===== config.mk =====
export PLATFORM = sky130hd
export DESIGN_NAME = stream_sequencer
export DESIGN_NICKNAME = d
export VERILOG_FILES = /design/src/rtl/stream_sequencer_pkg.sv /design/src/rtl/stream_sequencer_desc_fifo.sv /design/src/rtl/stream_sequencer.sv
export SDC_FILE = /design/constraint.sdc
export NUM_CORES = 1
export LEC_CHECK = 0
export ABC_AREA = 1
export CAP_MARGIN = 10
export CORE_ASPECT_RATIO = 2
export CORE_UTILIZATION = 50
export CTS_CLUSTER_SIZE = 8
export DETAILED_ROUTE_END_ITERATION = 6
export PLACE_DENSITY = 0.78
export REMOVE_ABC_BUFFERS = 1
export SLEW_MARGIN = 30
export SYNTH_ARGS = -nofsm -noshare
export SYNTH_HDL_FRONTEND = slang
export SYNTH_SLANG_ARGS = --single-unit
export TNS_END_PERCENT = 10

===== constraint.sdc =====
create_clock -name clock -period 10.25 [get_ports clock]
set_input_delay 2.05 -clock clock [delete_from_list [all_inputs] [get_ports clock]]
set_output_delay 2.05 -clock clock [all_outputs]
set_load 0.02 [all_outputs]

===== src/rtl/stream_sequencer_pkg.sv =====
// Shared types and constants for the descriptor sequencer and its FIFO.
// No logic: FSM states, CSR maps for both bus sides, descriptor layout.
// The reader's busy flag lives at bit 1 of its CTRL/STATUS word.
package stream_sequencer_pkg;

    typedef enum logic [3:0] {
        ST_IDLE,
        ST_LOAD,
        ST_WR_PTR,
        ST_WR_CNT,
        ST_WR_GO,
        ST_SETTLE,
        ST_POLL,
        ST_POLL_CHK,
        ST_DONE
    } seq_state_t;

    // Slave (CPU-facing) word addresses
    localparam logic [3:0] S_CTRL       = 4'd0;
    localparam logic [3:0] S_PTR        = 4'd1;
    localparam logic [3:0] S_COUNT      = 4'd2;
    localparam logic [3:0] S_DONE_COUNT = 4'd3;

    // Reader CSR word addresses
    localparam logic [3:0] R_CTRL  = 4'd0;
    localparam logic [3:0] R_PTR   = 4'd1;
    localparam logic [3:0] R_COUNT = 4'd2;

    localparam int READER_BUSY_BIT = 1;

    typedef struct packed {
        logic [31:0] ptr;
        logic [23:0] count;
    } desc_t;

endpackage


===== src/rtl/stream_sequencer_desc_fifo.sv =====
// Descriptor FIFO: show-ahead head, push/pop, full/empty/level.
// Latency: push visible at head one cycle later; pop takes effect at the edge.
// Backpressure: push while full is dropped unless a pop happens in the same cycle.
module desc_fifo
    import stream_sequencer_pkg::*;
#(
    parameter int DEPTH = 8
) (
    input  logic                     clock,
    input  logic                     clock_areset_n,
    input  logic                     push,
    input  desc_t                    push_dat,
    input  logic                     pop,
    output desc_t                    pop_dat,
    output logic                     full,
    output logic                     empty,
    output logic [$clog2(DEPTH):0]   level
);
    localparam int AW = $clog2(DEPTH);

    desc_t          mem [DEPTH];
    logic [AW-1:0]  wr_ptr;
    logic [AW-1:0]  rd_ptr;
    logic           push_ok;
    logic           pop_ok;

    assign full    = level == (AW+1)'(DEPTH);
    assign empty   = level == '0;
    assign pop_ok  = pop && !empty;
    assign push_ok = push && (!full || pop_ok);
    assign pop_dat = mem[rd_ptr];

    always_ff @(posedge clock) begin
        if (push_ok) begin
            mem[wr_ptr] <= push_dat;
        end
    end

    // Pointers wrap naturally because DEPTH is a power of two
    always_ff @(posedge clock or negedge clock_areset_n) begin
        if (!clock_areset_n) begin
            wr_ptr <= '0;
            rd_ptr <= '0;
            level  <= '0;
        end else begin
            if (push_ok) wr_ptr <= wr_ptr + 1'b1;
            if (pop_ok)  rd_ptr <= rd_ptr + 1'b1;
            case ({push_ok, pop_ok})
                2'b10:   level <= level + 1'b1;
                2'b01:   level <= level - 1'b1;
                default: level <= level;
            endcase
        end
    end

endmodule


===== src/rtl/stream_sequencer.sv =====
// Pops (ptr,count) descriptors and drives the reader's CSRs: PTR, COUNT, GO, poll busy.
// Latency: pop to first master write 2 cycles; ~SETTLE+8 cycles per descriptor minimum.
// Backpressure: slave reads take one wait state; master ops hold until m_waitrequest drops.
module stream_sequencer
    import stream_sequencer_pkg::*;
#(
    parameter int DEPTH  = 8,
    parameter int SETTLE = 4
) (
    input  logic        clock,
    input  logic        clock_areset_n,
    input  logic [3:0]  s_address,
    output logic [31:0] s_readdata,
    input  logic [31:0] s_writedata,
    input  logic        s_read,
    input  logic        s_write,
    output logic        s_waitrequest,
    output logic [3:0]  m_address,
    output logic [31:0] m_writedata,
    output logic        m_read,
    output logic        m_write,
    input  logic [31:0] m_readdata,
    input  logic        m_waitrequest,
    output logic        irq
);
    localparam int LW = $clog2(DEPTH) + 1;

    seq_state_t     state;
    desc_t          cur_desc;
    desc_t          head_desc;
    desc_t          push_desc;
    logic           enable;
    logic           irq_enable;
    logic           overflow;
    logic           read_latency;
    logic           busy_q;
    logic [31:0]    ptr_stage;
    logic [15:0]    done_count;
    logic [3:0]     settle_cnt;
    logic           fifo_full;
    logic           fifo_empty;
    logic           fifo_push;
    logic           fifo_pop;
    logic [LW-1:0]  fifo_level;
    logic           ctrl_wr;
    logic           clr_done;
    logic           clr_irq;
    logic           m_ack;
    logic [31:0]    rd_mux;
    logic           unused_rd_bits;

    assign ctrl_wr        = s_write && (s_address == S_CTRL);
    assign clr_done       = ctrl_wr && s_writedata[1];
    assign clr_irq        = ctrl_wr && s_writedata[2];
    assign fifo_push      = s_write && (s_address == S_COUNT);
    assign push_desc      = '{ptr: ptr_stage, count: s_writedata[23:0]};
    assign fifo_pop       = (state == ST_IDLE) && enable && !fifo_empty;
    assign m_ack          = (m_write || m_read) && !m_waitrequest;
    assign s_waitrequest  = s_read && !read_latency;
    assign unused_rd_bits = ^{m_readdata[31:READER_BUSY_BIT+1], m_readdata[READER_BUSY_BIT-1:0]};

    desc_fifo #(.DEPTH(DEPTH)) u_fifo (
        .clock          (clock),
        .clock_areset_n (clock_areset_n),
        .push           (fifo_push),
        .push_dat       (push_desc),
        .pop            (fifo_pop),
        .pop_dat        (head_desc),
        .full           (fifo_full),
        .empty          (fifo_empty),
        .level          (fifo_level)
    );

    always_comb begin
        rd_mux = '0;
        case (s_address)
            S_CTRL: begin
                rd_mux[0]       = enable;
                rd_mux[1]       = state != ST_IDLE;
                rd_mux[2]       = fifo_empty;
                rd_mux[3]       = fifo_full;
                rd_mux[4]       = overflow;
                rd_mux[5]       = irq;
                rd_mux[8 +: LW] = fifo_level;
                rd_mux[16]      = irq_enable;
            end
            S_PTR:        rd_mux = ptr_stage;
            S_DONE_COUNT: rd_mux = {16'h0, done_count};
            default:      rd_mux = '0;
        endcase
    end

    // CPU-side CSRs; clears take priority over same-cycle completion updates
    always_ff @(posedge clock or negedge clock_areset_n) begin
        if (!clock_areset_n) begin
            read_latency <= 1'b0;
            s_readdata   <= '0;
            enable       <= 1'b0;
            irq_enable   <= 1'b0;
            ptr_stage    <= '0;
            overflow     <= 1'b0;
            done_count   <= '0;
            irq          <= 1'b0;
        end else begin
            if (s_read && !read_latency) begin
                read_latency <= 1'b1;
                s_readdata   <= rd_mux;
            end else begin
                read_latency <= 1'b0;
            end
            if (ctrl_wr) begin
                enable     <= s_writedata[0];
                irq_enable <= s_writedata[3];
            end
            if (s_write && (s_address == S_PTR)) ptr_stage <= s_writedata;
            if (clr_irq)                                       overflow <= 1'b0;
            else if (fifo_push && fifo_full && !fifo_pop)      overflow <= 1'b1;
            if (clr_done)                                      done_count <= '0;
            else if (state == ST_DONE && done_count != 16'hFFFF) done_count <= done_count + 16'd1;
            if (clr_irq)                                       irq <= 1'b0;
            else if (state == ST_DONE && irq_enable)           irq <= 1'b1;
        end
    end

    // Master strobes are loaded on the transition into each op state, so
    // consecutive CSR writes go back to back with no idle cycle between them.
    always_ff @(posedge clock or negedge clock_areset_n) begin
        if (!clock_areset_n) begin
            state       <= ST_IDLE;
            cur_desc    <= '0;
            m_address   <= '0;
            m_writedata <= '0;
            m_read      <= 1'b0;
            m_write     <= 1'b0;
            settle_cnt  <= '0;
            busy_q      <= 1'b0;
        end else begin
            case (state)
                ST_IDLE: begin
                    if (fifo_pop) begin
                        cur_desc <= head_desc;
                        state    <= ST_LOAD;
                    end
                end
                ST_LOAD: begin
                    if (cur_desc.count == '0) begin
                        state <= ST_DONE;
                    end else begin
                        m_address   <= R_PTR;
                        m_writedata <= cur_desc.ptr;
                        m_write     <= 1'b1;
                        state       <= ST_WR_PTR;
                    end
                end
                ST_WR_PTR: begin
                    if (m_ack) begin
                        m_address   <= R_COUNT;
                        m_writedata <= {8'h0, cur_desc.count};
                        state       <= ST_WR_CNT;
                    end
                end
                ST_WR_CNT: begin
                    if (m_ack) begin
                        m_address   <= R_CTRL;
                        m_writedata <= 32'h1;
                        state       <= ST_WR_GO;
                    end
                end
                ST_WR_GO: begin
                    if (m_ack) begin
                        m_write     <= 1'b0;
                        m_writedata <= '0;
                        settle_cnt  <= 4'(SETTLE - 1);
                        state       <= ST_SETTLE;
                    end
                end
                ST_SETTLE: begin
                    if (settle_cnt == '0) begin
                        m_address <= R_CTRL;
                        m_read    <= 1'b1;
                        state     <= ST_POLL;
                    end else begin
                        settle_cnt <= settle_cnt - 4'd1;
                    end
                end
                ST_POLL: begin
                    if (m_ack) begin
                        m_read <= 1'b0;
                        busy_q <= m_readdata[READER_BUSY_BIT];
                        state  <= ST_POLL_CHK;
                    end
                end
                ST_POLL_CHK: begin
                    if (busy_q) begin
                        m_read <= 1'b1;
                        state  <= ST_POLL;
                    end else begin
                        state <= ST_DONE;
                    end
                end
                ST_DONE:  state <= ST_IDLE;
                default:  state <= ST_IDLE;
            endcase
        end
    end

endmodule


==> metrics.md <==
| Metric | Value |
|---|---|
| Slew HR | a little under a third |
| CTS tree | built |
| Tot GR Track Use | between 20% and 30% |
| Clock Sinks | 644 |
| Synth Register Bits | around 640 |
| First-pass GRT wire length | between 100 and 150 mm |
| Synth warn | 0 |
| Netlist cell types | 42 |
| Buffers on Ports | between 100 and 150 |
| Post-layout util | around three fifths |
| Initial antenna violation count | 2 |
| Most common cell after layout, fill and taps aside | edfxtp_1 |
| Placed Instances | 2,923 |
| Clk_lat worst skew | 0.63 ns |
| HP Class | flip-flop to flip-flop |
| Max incr delay on CP | roughly 0.64 ns |
| Detailed-router iteration count before antenna repair | 6 |
| Final setup violation count | 0 |
| CP required | around 8.2 ns |
| Global route total overflow | 0 |
| Antenna viol nets, final | 0 |
| Clock Tree Root | clkbuf_16 |
| Final Total Pwr | ~8400 uW |
| Cell area power density | 274 nW/um2 |
| Vias in the first global route | ~19,000 |
| Mapped cell area | 26,200 um2 |
| Die span in y | approximately 330 um |
| Max Cap Viol | 0 |
| Clock Path Buffers | 3 |
| Hold buffers post-CTS | 0 |
| Post-synth EDFFs | about 450 |
| Unrepaired setup endpoints after global routing | false |
| Maximum clock frequency | approximately 180 MHz |
| Tmin final | 5.42 ns |
| Area Overhead vs Synth | 16.3% |
| Non-Filler Instances | 3,092 |
| # DRC | 0 |
| Die W | 164 um |
| Fin crit share | 52.8% |
| Register area share after synthesis | a little over two thirds |
| Final Hold Vio Count | 0 |
| Crit-path max FO | 3 |
| Largest net degree at the start of global routing | ~140 |
| Routed len/inst | 22.2 um |
| DP HPWL | ~37 mm |
| Syn avg cell area | ~12 um2 |
| Post-synth ARST share | 30.4% |
| H-tree Lvls | 3 |
| Most used DFF post-synth | edfxtp_1 |
| Synth top area share | between 50 and 60% |
| Full die area | between 50,000 and 60,000 um2 |
| Cells after synthesis | 2,262 |
| Clock-pin slew on the worst setup and hold paths | 0.05 ns |
| Final GP Congestion | between 0.8 and 0.9 |
| Starting Density | between 50 and 60% |
| Drt total wl | a little under 70 mm |
| CP Capture Type | output port |
| Worst-path cell chain | clkdlybuf4s50_1 > inv_1 > nor2_4 > clkdlybuf4s50_1 |
| Post-synth top area cell | edfxtp_1 |
| Post-CTS Resized | 0 |
| Total negative slack | 0 ns |
| Worst clock skew | roughly 0.03 ns |
| Least-Margin Pin Slew | a little over 1 ns |
| DRT iter0 DRCs | about 1,800 |
| Core area | 51,800 um2 |
| Number of I/O pins | approximately 150 |
| Avg Vias per Cell | between 5 and 6 |
| Setup CP Type | input pin to output port |
| Startpoint types | input pin |
| Most frequent cells in the layout | 448 x edfxtp_1, 336 x nand2_1, 307 x nor2_1, 305 x o21ai_0, 193 x dfrtp_1 |
| Worst Path Arrival | approximately 3.4 ns |
| Post-CTS setup buffer count | 0 |
| Most used cell along the critical path | clkdlybuf4s50_1 |
| Leakage | between 0.01 and 0.015 uW |
| Worst vdd ir | between 200 and 300 uV |
| CTS buffer count | 90 |
| Fin nets | between 2,000 and 2,500 |
| Slew Limit Fails | 0 |
| Layout cell share with drive strength beyond 1 | approximately 8% |
| Rows | ~120 |
| Slowest CP cell | clkdlybuf4s50_1 |
| Vias | approximately 18,000 |
| Status | finished clean |
| Synth top area cells | edfxtp_1 51%, dfrtp_1 19%, o21ai_0 5.8% |
## state kept, by name, summed over array words and instances, names as in the netlist, 2 cells and up
name / cells
cur_desc: 56
done_count: 16
m_address: 2
m_writedata: 32
ptr_stage: 32
s_readdata: 32
settle_cnt: 4
state: 4
u_fifo.level: 4
u_fifo.mem: 448
u_fifo.rd_ptr: 3
u_fifo.wr_ptr: 3
## cell usage after synthesis, types with 2 or more instances
master,n
inv_1,118
inv_2,6
nor2_2,7
xor2_1,10
nand2_2,4
a31oi_1,8
o21ai_0,305
a22oi_1,2
o221ai_1,23
mux2_1,3
mux2_2,28
buf_6,3
edfxtp_1,448
nand3_4,2
nand4_1,42
nand3_1,81
nor2_1,316
buf_4,23
o21ai_1,25
nor2_4,3
nand2_1,336
o211ai_1,94
buf_1,11
nor3_1,6
clkbuf_1,70
a21oi_1,41
ha_1,8
xnor2_1,5
dfrtp_1,196
buf_2,26
## report_power, final
part,switching [uW],internal (uW)
sequential,281,3110
combinational,1520,664
clock,1070,1720
## cells by family (layout without fill, tap and decap cells)
family | count (synthesis) | after routing | synth area share (%)
adder cells (fa/ha/maj) | 8 | 8 | 0.381
XOR/XNOR | 15 | 15 | 0.501
buffers and inverters | 259 | 427 | 4.25
AO/OA/AOI/OAI | 502 | 502 | 10.9
AND/OR/NAND/NOR | 802 | 802 | 12.7
multiplexers | 31 | 31 | 1.33
flip-flops | 644 | 644 | 70.0
other | 1 | 3 | 0.0143
## routing by layer
metal  GRT usage [%]  vias to the layer above  part of all wire, %
met5               0                        -                0.017
met4            15.9                        2                  5.5
met3            4.11                      216                  7.3
met2            45.0                      968                   52
met1            30.3                     9101                   35
li1                -                     8160                    -
## metrics by stage
| stage | instance area, um2 | hold WS [ns] | setup slack [ns] |
|---|---|---|---|
| 3_5_place_dp | 27800 | 0.457 | 4.78 |
| 5_1_grt | 30500 | 0.486 | 4.78 |
| 6_report | 30500 | 0.466 | 4.83 |
| 3_3_place_gp | 27800 | 0.460 | 4.78 |
| 2_1_floorplan | 25600 | 0.442 | 3.29 |
| 4_1_cts | 30500 | 0.469 | 4.77 |
## critical path, delay by kind of cell
kind          cells  cell delay [ns]
buf+inv           3             1.14
simple gates      1             0.16
## area by class of cell
class,instances,area [um2]
Sequential cell,644,18400
Antenna cell,1,2.50
Clock inverter,5,91.3
Multi-Input combinational cell,1360,6850
Clock buffer,163,2590
Timing Repair Buffer,134,1330
Fill cell,3899,21300
Tap cell,660,826
Inverter,125,475
## worst paths after layout
| kind | start | to | slack (ns) | cells after the start |
|---|---|---|---|---|
| worst max register to register | state[2]$_DFFE_PN0P_ | u_fifo.mem[2][12]$_DFFE_PP_ | 6.74 | 10 |
| worst min register to register | m_writedata[24]$_DFFE_PN0P_ | m_writedata[24]$_DFFE_PN0P_ | 0.47 | 2 |
| min in group asynchronous | clock_areset_n | cur_desc[37]$_DFFE_PN0P_ | 1.51 | 1 |
| worst max-delay path | s_read | s_waitrequest | 4.83 | 4 |
| worst min-delay path | m_writedata[24]$_DFFE_PN0P_ | m_writedata[24]$_DFFE_PN0P_ | 0.47 | 2 |
| max in group asynchronous | clock_areset_n | ptr_stage[27]$_DFFE_PN0P_ | 7.45 | 2 |
(Power assumes the default switching activity.)
